File: src/rtl/spi_ram_pkg.sv
// rtl/spi_ram_pkg.sv - shared types and constants for the SPI-slave/RAM subsystem
package spi_ram_pkg;

    localparam int ADDR_SIZE_DEF = 8;

    localparam logic [1:0] OP_WR_ADDR = 2'b00;
    localparam logic [1:0] OP_WR_DATA = 2'b01;
    localparam logic [1:0] OP_RD_ADDR = 2'b10;
    localparam logic [1:0] OP_RD_DATA = 2'b11;

    typedef enum logic [2:0] {
        ST_IDLE,
        ST_CHK_CMD,
        ST_WRITE,
        ST_READ_ADD,
        ST_READ_DATA,
        ST_WAIT_TX,
        ST_SHIFT_OUT
    } spi_state_e;

endpackage

File: src/rtl/spi_slave_if_if.sv
// rtl/spi_slave_if_if.sv - serial pins and RAM-side word handshake of the SPI slave
interface spi_slave_if_if
    import spi_ram_pkg::*;
#(
    parameter int ADDR_SIZE = ADDR_SIZE_DEF
);
    localparam int RX_W = ADDR_SIZE + 2;

    logic                 SS_n;
    logic                 MOSI;
    logic                 MISO;
    logic [RX_W-1:0]      rx_data;
    logic                 rx_valid;
    logic [ADDR_SIZE-1:0] tx_data;
    logic                 tx_valid;

    modport slave (
        input  SS_n, MOSI, tx_data, tx_valid,
        output MISO, rx_data, rx_valid
    );

    modport master (
        output SS_n, MOSI, tx_data, tx_valid,
        input  MISO, rx_data, rx_valid
    );

endinterface

File: src/rtl/spi_shift_reg.sv
// rtl/spi_shift_reg.sv - parameterised shift register, MSB-first, load has priority over shift
module spi_shift_reg #(
    parameter int W = 8
) (
    input  logic         clk,
    input  logic         rst,
    input  logic         load_en,
    input  logic [W-1:0] load_data,
    input  logic         shift_en,
    input  logic         ser_in,
    output logic [W-1:0] par_out
);

    logic [W-1:0] sr_q;
    logic [W-1:0] sr_d;

    always_comb begin
        sr_d = sr_q;
        if (load_en) begin
            sr_d = load_data;
        end else if (shift_en) begin
            sr_d = {sr_q[W-2:0], ser_in};
        end
    end

    always_ff @(posedge clk) begin
        if (rst) begin
            sr_q <= '0;
        end else begin
            sr_q <= sr_d;
        end
    end

    assign par_out = sr_q;

endmodule

File: src/rtl/spi_slave_if.sv
// rtl/spi_slave_if.sv - SPI slave front end: MOSI frames to RAM command words, RAM read data to MISO
module spi_slave_if
    import spi_ram_pkg::*;
#(
    parameter int ADDR_SIZE = ADDR_SIZE_DEF
) (
    input logic            clk,
    input logic            rst,
    spi_slave_if_if.slave  bus
);

    localparam int RX_W  = ADDR_SIZE + 2;
    localparam int CNT_W = $clog2(RX_W + 1);

    localparam logic [CNT_W-1:0] RX_LAST = CNT_W'(RX_W - 1);
    localparam logic [CNT_W-1:0] RX_FULL = CNT_W'(RX_W);
    localparam logic [CNT_W-1:0] TX_BITS = CNT_W'(ADDR_SIZE);

    spi_state_e       state_q, state_d;
    logic [CNT_W-1:0] cnt_q, cnt_d;
    logic [RX_W-1:0]  rx_data_q, rx_data_d;
    logic             rx_valid_q, rx_valid_d;
    logic             rd_addr_pending_q, rd_addr_pending_d;
    logic             miso_q, miso_d;

    logic                 rx_shift;
    logic                 tx_load;
    logic                 tx_shift;
    logic [RX_W-1:0]      rx_par;
    logic [ADDR_SIZE-1:0] tx_par;
    logic                 unused_sr_bits;

    spi_shift_reg #(.W(RX_W)) u_rx_sr (
        .clk       (clk),
        .rst       (rst),
        .load_en   (1'b0),
        .load_data ('0),
        .shift_en  (rx_shift),
        .ser_in    (bus.MOSI),
        .par_out   (rx_par)
    );

    // MSB goes straight to MISO at capture; the register holds the remaining bits left-aligned.
    spi_shift_reg #(.W(ADDR_SIZE)) u_tx_sr (
        .clk       (clk),
        .rst       (rst),
        .load_en   (tx_load),
        .load_data ({bus.tx_data[ADDR_SIZE-2:0], 1'b0}),
        .shift_en  (tx_shift),
        .ser_in    (1'b0),
        .par_out   (tx_par)
    );

    assign unused_sr_bits = ^{rx_par[RX_W-1], tx_par[ADDR_SIZE-2:0]};

    always_comb begin
        state_d           = state_q;
        cnt_d             = cnt_q;
        rx_data_d         = rx_data_q;
        rx_valid_d        = 1'b0;
        rd_addr_pending_d = rd_addr_pending_q;
        miso_d            = 1'b0;
        rx_shift          = 1'b0;
        tx_load           = 1'b0;
        tx_shift          = 1'b0;

        // Slave-select release aborts everything, including a word completing on this edge.
        if (state_q != ST_IDLE && bus.SS_n) begin
            state_d = ST_IDLE;
            cnt_d   = '0;
        end else begin
            case (state_q)
                ST_IDLE: begin
                    cnt_d = '0;
                    if (!bus.SS_n) begin
                        state_d = ST_CHK_CMD;
                    end
                end
                ST_CHK_CMD: begin
                    cnt_d = '0;
                    if (!bus.MOSI) begin
                        state_d = ST_WRITE;
                    end else if (rd_addr_pending_q) begin
                        state_d = ST_READ_DATA;
                    end else begin
                        state_d = ST_READ_ADD;
                    end
                end
                ST_WRITE, ST_READ_ADD, ST_READ_DATA: begin
                    if (cnt_q != RX_FULL) begin
                        rx_shift = 1'b1;
                        cnt_d    = cnt_q + 1'b1;
                        if (cnt_q == RX_LAST) begin
                            rx_data_d  = {rx_par[RX_W-2:0], bus.MOSI};
                            rx_valid_d = 1'b1;
                            if (state_q == ST_READ_ADD) begin
                                rd_addr_pending_d = 1'b1;
                            end else if (state_q == ST_READ_DATA) begin
                                rd_addr_pending_d = 1'b0;
                                state_d           = ST_WAIT_TX;
                                cnt_d             = '0;
                            end
                        end
                    end
                end
                ST_WAIT_TX: begin
                    // tx_valid seen alongside our own rx_valid may be left over from the previous read.
                    if (!rx_valid_q && bus.tx_valid) begin
                        tx_load = 1'b1;
                        miso_d  = bus.tx_data[ADDR_SIZE-1];
                        cnt_d   = CNT_W'(1);
                        state_d = ST_SHIFT_OUT;
                    end
                end
                ST_SHIFT_OUT: begin
                    if (cnt_q != TX_BITS) begin
                        tx_shift = 1'b1;
                        miso_d   = tx_par[ADDR_SIZE-1];
                        cnt_d    = cnt_q + 1'b1;
                    end
                end
                default: begin
                    state_d = ST_IDLE;
                    cnt_d   = '0;
                end
            endcase
        end
    end

    always_ff @(posedge clk) begin
        if (rst) begin
            state_q           <= ST_IDLE;
            cnt_q             <= '0;
            rx_data_q         <= '0;
            rx_valid_q        <= 1'b0;
            rd_addr_pending_q <= 1'b0;
            miso_q            <= 1'b0;
        end else begin
            state_q           <= state_d;
            cnt_q             <= cnt_d;
            rx_data_q         <= rx_data_d;
            rx_valid_q        <= rx_valid_d;
            rd_addr_pending_q <= rd_addr_pending_d;
            miso_q            <= miso_d;
        end
    end

    assign bus.rx_data  = rx_data_q;
    assign bus.rx_valid = rx_valid_q;
    assign bus.MISO     = miso_q;

endmodule

File: src/flat_wrapper.sv
// flat-port wrapper written by rule: the top's interface ports become plain ports
module spi_slave_if_flat import spi_ram_pkg::*;
#(
    parameter int ADDR_SIZE = ADDR_SIZE_DEF
)
  (clk, rst, bus_SS_n, bus_MOSI, bus_tx_data, bus_tx_valid, bus_MISO, bus_rx_data, bus_rx_valid);
  spi_slave_if_if #(.ADDR_SIZE(ADDR_SIZE)) bus_i ();
  input logic clk;
  input logic rst;
  input wire logic [$bits(bus_i.SS_n)-1:0] bus_SS_n;
  input wire logic [$bits(bus_i.MOSI)-1:0] bus_MOSI;
  input wire logic [$bits(bus_i.tx_data)-1:0] bus_tx_data;
  input wire logic [$bits(bus_i.tx_valid)-1:0] bus_tx_valid;
  output wire logic [$bits(bus_i.MISO)-1:0] bus_MISO;
  output wire logic [$bits(bus_i.rx_data)-1:0] bus_rx_data;
  output wire logic [$bits(bus_i.rx_valid)-1:0] bus_rx_valid;
  assign bus_i.SS_n = bus_SS_n;
  assign bus_i.MOSI = bus_MOSI;
  assign bus_i.tx_data = bus_tx_data;
  assign bus_i.tx_valid = bus_tx_valid;
  assign bus_MISO = bus_i.MISO;
  assign bus_rx_data = bus_i.rx_data;
  assign bus_rx_valid = bus_i.rx_valid;
  spi_slave_if #(.ADDR_SIZE(ADDR_SIZE)) u_core (.clk(clk), .rst(rst), .bus(bus_i));
endmodule
File: config.mk
export PLATFORM = sky130hd
export DESIGN_NAME = spi_slave_if_flat
export DESIGN_NICKNAME = d
export VERILOG_FILES = /design/src/rtl/spi_ram_pkg.sv /design/src/rtl/spi_slave_if_if.sv /design/src/rtl/spi_shift_reg.sv /design/src/rtl/spi_slave_if.sv /design/src/flat_wrapper.sv
export SDC_FILE = /design/constraint.sdc
export NUM_CORES = 1
export LEC_CHECK = 0
export BUFFER_PORTS_ARGS = -buffer_cell sky130_fd_sc_hd__buf_2
export CORE_MARGIN = 2
export CORE_UTILIZATION = 35
export CTS_BUF_LIST = sky130_fd_sc_hd__clkbuf_8
export DETAILED_ROUTE_END_ITERATION = 7
export SLEW_MARGIN = 10
export SYNTH_ARGS = -nofsm -noshare
export SYNTH_HDL_FRONTEND = slang
export SYNTH_SLANG_ARGS = --single-unit
File: constraint.sdc
create_clock -name clk -period 1.9 [get_ports clk]
set_input_delay 0.38 -clock clk [delete_from_list [all_inputs] [get_ports clk]]
set_output_delay 0.38 -clock clk [all_outputs]
set_load 0.02 [all_outputs]
Yosys cells after proc, flatten, opt, wreduce, memory -nomap -nowiden
Index checks and enable logic that the tools add are counted.

word-level totals
  input bits = 13
  bits in registers = 36

operators by class
  bitwise operators = 4
  reduce and logical (&&, ||, !) cells = 14
  eq/ne operators = 16
  mux-type cells = 33
  add/sub/neg operators = 1

operators with widths
  kind                   number
  $mux W3                8
  $mux W4                6
  $mux W8                2
  $pmux W3 S5            1
  $mux W1                14
  $pmux W4 S3            1
  $ne A2 B1 Y1 const B   5
  $eq A3 B3 Y1 const B   3
  $ne A4 B4 Y1 const B   2
  $reduce_and A7 Y1      1
  $eq A3 B2 Y1 const B   2
  $reduce_and A5 Y1      1
  $add A4 B1 Y4 const B  1
  $eq A4 B4 Y1 const B   1
  $ne A2 B2 Y1 const B   2
  $not A1 Y1             4
  $reduce_and A4 Y1      1
  $reduce_bool A2 Y1     2
  $reduce_or A4 Y1       1
  $eq A3 B1 Y1 const B   1
  $logic_not A3 Y1       1
  $reduce_and A3 Y1      1
  $reduce_bool A3 Y1     1
  $reduce_or A3 Y1       1
  4 further kinds        5

Logic depth before layout (Yosys ltp)
Gate-level depths: netlist (run 1).

  depth in word-level cells = 6
  depth in mapped cells = 7
  mapped depth without buffers = 6

By module
A second synthesis (run 1) with hierarchy kept.

second synthesis, totals
  cells, all modules = 200
  area, all modules = 1911.8 um^2

by module, submodules not included
  module                          sequential area each (um^2)  area an instance (um^2)  times used  cells an instance
  spi_slave_if                    400.4                        1082.3                   1           121
  spi_shift_reg (u_core.u_rx_sr)  200.2                        460.4                    1           44
  spi_shift_reg (u_core.u_tx_sr)  160.2                        369.1                    1           35

Worst setup path after synthesis (run 1)
OpenSTA, ideal clock, no wires.

  path kind = flip-flop to flip-flop
  from = register u_core.cnt_q[0]
  to = register u_core.rx_data_q[0], in the netlist u_core.bus.rx_data[0]
  stages on the path, launching flop included = 8
  period minus slack after synthesis = 1.771 ns
  slack = 0.129 ns
  arrival = 1.643 ns
  cells stage by stage = dfxtp_1 > inv_1 > ha_1 > nand4bb_1 > a211oi_2 > buf_4 > mux2i_1 > nor2_1

on the way
  longest elaborated chain between the ends = 2
  elaborated cells on any way between the ends = 3

ends and longest elaborated chain
  what                                          RTL line                                RTL
  start, declared                               spi_slave_if.sv:20                      logic [CNT_W-1:0] cnt_q, cnt_d;
  start signal, assigned                        spi_slave_if.sv:140                     cnt_q <= cnt_d;
  $eq A4 B4 Y1 or $ne A4 B4 Y1 (tied branches)  spi_slave_if.sv:93, spi_slave_if.sv:90
  $reduce_and A4 Y1 (no source line) (*)        n/a
  end signal, assigned                          spi_slave_if.sv:141                     rx_data_q <= rx_data_d;
  end, declared                                 spi_slave_if.sv:21                      logic [RX_W-1:0] rx_data_q, rx_data_d;

Every way passes the cells marked *; elsewhere a longest branch is shown, timed or not.
A chain may end at the register's enable or synchronous reset.

Final worst setup path (run 1)
  from = register u_core.cnt_q[0]
  to = register u_core.rx_data_q[6], in the netlist u_core.bus.rx_data[6]

Same word-level chain as after synthesis.

==> impl_metrics.ini, run 1 <==
[routing]
vias = 1421
drt_iter0_drc = 72
drcViolationCount = 0
ant_nets = 0
route.detailed.wl_per_inst_um = 13.7
postRouteWirelength_um = 3710
dr.pass1.iters = 4
vias_per_cell = 5.26

[sta]
period_minus_slack_ns = 1.75
slew_viol_final = 0
finalSetupTns_ns = 0
rsz0062_at_grt = false
hold_violations = 0
post-route-period-util = 0.923
slew_headroom = 0.721
finalSetupViolCount = 0
worst_pin_slew_ns = 0.417
max_freq_ghz = 0.570
fin_skew_ns = 0.00614

[die]
rows = 25
die_w_um = 73.4
start_util = 0.360
die_area_um2 = 5390
core_um2 = 4690
chipHeight_um = 73.4
ios = 25

[layout]
nets = 232
area_delta_synth_final_pct = 19.5
post-route-util = 0.430
antenna_cells = 0
final_cell_mix = dfxtp_1 (36), nor2_1 (25), buf_2 (24)
drive_gt1_frac = 0.231
final_common_cell = dfxtp_1

[synth]
syn_inst = 181
synth_area_um2 = 1690
synth-seq-area-share = 0.427
ys_ff_latch = 36
yosys_warnings = 0
avgSynthCellArea_um2 = 9.33
syn_nets = 198
ys_types = 44

[cts]
cts-root-buf = clkbuf_8
cts_buffer_depth = 2
cts_made_buffers = 5
ctsHoldBuffers = 0
clock_latency_ns = 0.29
path_clk_slew_ns = 0.07
h-tree-depth = 2
cts_tree = yes
cts_sinks = 36

[setup_path]
end_kind = flip-flop
start_kind = flip-flop
path_class = flip-flop to flip-flop
r2r_slack_ns = 0.15
cp.arrival_ns = 1.92
critPathMaxStageDelay_ns = 0.34
path_cells = inv_1 > ha_1 > nand4bb_1 > a211oi_2 > buf_4 > mux2i_1 > nor2_1
path_max_fanout = 10
crit_required_ns = 2.07
crit_slowest_cell = dfxtp_1
cp_top_family = flip-flops
crit_buf_inv = 2

[power]
p_leak_uw = 0.000741
cellPowerDensity_nw_per_um2 = 734
ir_drop_mv = 0.511

[global_route]
grtUsageTotal = 0.156
grt-ovfl-total = 0
grt_pass1_wl_um = 6420
grt_max_degree = 27
grt_pass1_vias = 1359
grt_antenna_before_repair = 0

[outcome]
outcome = finished, final reports clean

[placed_design]
port_buffers = 24
place_congestion = 0.793
dp_hpwl_um = 2610

[job]
cap_violations = 0

[worst_hold_path]
min_path_type = primary input to flip-flop
[registers in the layout (all words and copies together) (netlist names)]
signal                    count
u_core.bus.MISO               1
u_core.bus.rx_data           10
u_core.bus.rx_valid           1
u_core.cnt_q                  4
u_core.rd_addr_pending_q      1
u_core.state_q                3
u_core.u_rx_sr.par_out        9
u_core.u_tx_sr.par_out        7
[what timing repair did]
item / 4_1_cts / 5_1_grt
gates resized for setup: 0 / 1
endpoints found under the setup margin: 0 / 1
buffers inserted: 0 / 0
hold endpoints to repair: 0 / 0
[through the flow]
step | power, µW | hold slack [ns] | worst slack, ns | area, µm² | cells
2_1_floorplan | 881 | 0.448 | 0.129 | 1690 | 181
3_3_place_gp | 924 | 0.457 | 0.165 | 1920 | 262
3_5_place_dp | 923 | 0.462 | 0.131 | 1920 | 262
4_1_cts | 1500 | 0.317 | 0.111 | 2010 | 270
5_1_grt | 1550 | 0.321 | 0.00596 | 2020 | 270
6_report | 1480 | 0.324 | 0.146 | 2020 | 270
[worst paths after layout]
path                             startpoint                   endpoint  cells past startpoint
setup / recovery            u_core.cnt_q[0]      u_core.bus.rx_data[6]                      7
hold / removal               bus_tx_data[0]  u_core.u_tx_sr.par_out[1]                      3
setup reg to reg            u_core.cnt_q[0]      u_core.bus.rx_data[6]                      7
hold reg to reg   u_core.u_tx_sr.par_out[5]  u_core.u_tx_sr.par_out[5]                      2
[worst min-delay path, stage by stage]
cell and delay [ns]:
buf_2 0.09, nand2_1 0.04, a21oi_1 0.05
[layout make-up]
class / count / area (µm²)
inverter: 3 / 11.3
clock buffer: 6 / 82.6
fill: 489 / 2680
multi-input combinational: 132 / 906
tap: 54 / 67.6
timing repair buffer: 37 / 218
sequential: 36 / 721
clock inverter: 2 / 11.3
[where the power goes]
part           internal, µW  leakage (µW)  switching (µW)
Combinational          60.5      0.000402            79.1
Clock                   289     0.0000486             284
Sequential              762      0.000290            6.85
[cells by family (layout without fill, tap and decap cells)]
group,Yosys count,in the layout,synth area share
simple gates,67,67,0.205
compound gates,40,40,0.176
flops,36,36,0.427
mux,20,20,0.119
buf+inv,13,48,0.0393
fa+ha+maj,4,4,0.0297
xor+xnor,1,1,0.00519
[metal layers]
layer	share of wire	routed length, µm	global-route usage
met2	0.45	1670	0.228
met3	0.039	145	0.0412
met1	0.49	1830	0.217
met5	0	0	0
met4	0.016	61	0.0667
[synthesized netlist by cell type (all sizes together)]
master	number	share of area
nand3	10	0.030
o21ai	2	0.0059
nor4	2	0.0074
ha	4	0.030
buf	6	0.023
a31oi	1	0.0037
o32ai	1	0.0052
and4bb	1	0.0074
inv	3	0.0067
or3	1	0.0037
nor3	4	0.012
a221oi	1	0.0089
o32a	1	0.0059
a22oi	7	0.031
o311ai	1	0.0052
a311oi	1	0.0052
mux2i	20	0.12
clkbuf	4	0.0096
nand2	6	0.013
dfxtp	36	0.43
nand4bb	1	0.0067
nand3b	3	0.013
nor2	25	0.056
a21oi	12	0.036
xor2	1	0.0052
nor3b	1	0.0044
a21o	1	0.0044
a41oi	1	0.0052
nand2b	7	0.026
and2	1	0.0037
nor2b	3	0.011
or3b	1	0.0067
o22a	1	0.0052
nand4	1	0.0037
o41ai	2	0.010
a32o	1	0.0059
o31ai	2	0.0089
a211oi	4	0.024
a211o	1	0.0052
(Power assumes the default switching activity.)
==> inputs of run 2 (changes only) <==
==> constraint.sdc (replaced) <==
create_clock -name clk -period 1.83 [get_ports clk]
set_input_delay 0.366 -clock clk [delete_from_list [all_inputs] [get_ports clk]]
set_output_delay 0.366 -clock clk [all_outputs]
set_load 0.02 [all_outputs]
==> run 2 against run 1 <==
Combinational power increased by 3%. Hold slack lost 0.016 ns. Wire length decreased by 2.4%. Worst setup slack got worse by 0.0024 ns. First-iteration DRC count grew 22%. Register-to-register slack is essentially flat. Global-route usage shrank 2.0 points. Critical path type unchanged. Largest power group unchanged.
==> impl_metrics.ini, run 2 (synthesis gave the netlist of run 1 again) <==
[outcome]
outcome = finished, final reports clean

[setup_path]
path_max_fanout = 10
cp.arrival_ns = 1.87
critPathMaxStageDelay_ns = 0.34
r2r-start = u_core.cnt_q[0]
rr_endpoint = u_core.bus.rx_data[5]
path_cells = inv_1 > ha_1 > nand4bb_1 > a211oi_2 > buf_6 > mux2i_1 > nor2_1
cp_top_family = flip-flops
crit_required_ns = 2.01
crit_slowest_cell = dfxtp_1
end_kind = flip-flop
rr_worst_depth = 7
r2r_slack_ns = 0.14
start_kind = flip-flop
path_class = flip-flop to flip-flop
crit_buf_inv = 2

[placed_design]
place_congestion = 0.792
port_buffers = 24
dp_cells = 264
dp_hpwl_um = 2570
preCtsSetupSlack_ns = 0.0939

[sta]
hold_violations = 0
worst_pin_slew_ns = 0.406
rsz0062_at_grt = false
finalSetupTns_ns = 0
fin_ws_ns = 0.143
slew_headroom = 0.729
period_minus_slack_ns = 1.69
post-route-period-util = 0.922
fin_skew_ns = 0.00691
finalSetupViolCount = 0
slew_viol_final = 0
max_freq_ghz = 0.593

[layout]
final_common_cell = dfxtp_1
largest_reg_flops = 10
final.fill_count = 477
area_delta_synth_final_pct = 20.2
stdcell_count = 272
nets = 234
antenna_cells = 0
drive_gt1_frac = 0.243
final_cell_mix = dfxtp_1 (36), nor2_1 (25), buf_2 (24)

[power]
pwr-share-clk = 0.376
pwr-share-seq = 0.529
p_int_uw = 1120
p_comb_frac = 0.095
p_leak_uw = 0.000752
total_power_uw = 1510
cellPowerDensity_nw_per_um2 = 744
switching_share = 0.259
ir_drop_mv = 0.512
switchingPower_uw = 391

[job]
cap_violations = 0

[worst_hold_path]
min_path_type = primary input to flip-flop
hold_end = u_core.u_tx_sr.par_out[1]
min_path_cells = 3
min_from = bus_tx_data[0]

[routing]
route.detailed.wl_per_inst_um = 13.3
vias_per_cell = 5.32
vias = 1447
dr.pass1.iters = 4
drt_iter0_drc = 88
postRouteWirelength_um = 3620
drcViolationCount = 0
ant_nets = 0

[cts]
ctsHoldBuffers = 0
h-tree-depth = 2
cts_setup_buffers = 0
cts_sinks = 36
path_clk_slew_ns = 0.08
cts_made_buffers = 5
cts.repair.resized = 0
clock_latency_ns = 0.29
cts_buffer_depth = 2
cts_tree = yes
cts-root-buf = clkbuf_8

[die]
rows = 25
die_area_um2 = 5390
core_um2 = 4690
start_util = 0.360
die_w_um = 73.4
chipHeight_um = 73.4
ios = 25

[global_route]
grt_max_degree = 27
grt_pass1_vias = 1255
grt_antenna_before_repair = 0
grtUsageTotal = 0.136
grt-ovfl-total = 0
grt_pass1_wl_um = 5710
[run 2: metrics by stage]
stage | hold WS (ns) | cell area (µm²) | util
floorplan | 0.448 | 1690 | -
global placement | 0.456 | 1930 | 0.412
detailed placement | 0.460 | 1930 | 0.412
CTS | 0.307 | 2020 | 0.431
global route | 0.335 | 2030 | 0.433
finish | 0.308 | 2030 | 0.433
[run 2: how the worst max path moves through the flow]
stage,from,end,slack (ns),cells past startpoint
after global placement,u_core.cnt_q[0],u_core.cnt_q[3],0.15,6
after detailed placement,u_core.cnt_q[0],u_core.bus.rx_data[5],0.09,7
after CTS,u_core.cnt_q[0],u_core.bus.rx_data[5],0.08,7
final,u_core.cnt_q[0],u_core.bus.rx_data[5],0.14,7
after global routing,u_core.cnt_q[0],u_core.bus.rx_data[5],0.002,7
after floorplan,u_core.cnt_q[0],u_core.bus.rx_data[0],0.06,7
[run 2: final cells by class]
class / count / area (µm²) / share of cell area
well taps: 54 / 67.6 / 0.0333
inverters: 3 / 11.3 / 0.00555
repair buffers: 39 / 236 / 0.117
clock inverters: 3 / 18.8 / 0.00925
multi-input cells: 132 / 906 / 0.446
flip-flops and latches: 36 / 721 / 0.355
clock buffers: 5 / 68.8 / 0.0339
[run 2: power by group through the flow]
stage | combinational [µW] | sequential (µW) | clock, µW
floorplan | 99.3 | 816 | 0
global placement | 143 | 817 | 0
detailed placement | 141 | 817 | 0
CTS | 142 | 798 | 582
global route | 159 | 799 | 607
finish | 144 | 799 | 568
[run 2: worst reg2reg max path, cell delays in order, from the launching register on]
cell	delay, ns
dfxtp_1	0.34
inv_1	0.06
ha_1	0.24
nand4bb_1	0.23
a211oi_2	0.24
buf_6	0.20
mux2i_1	0.21
nor2_1	0.06
[run 2: per-layer routing]
metal / global-route usage / share of wire
met1: 0.198 / 0.50
met2: 0.194 / 0.44
met3: 0.0384 / 0.045
met4: 0.0424 / 0.0088
met5: 0 / 0
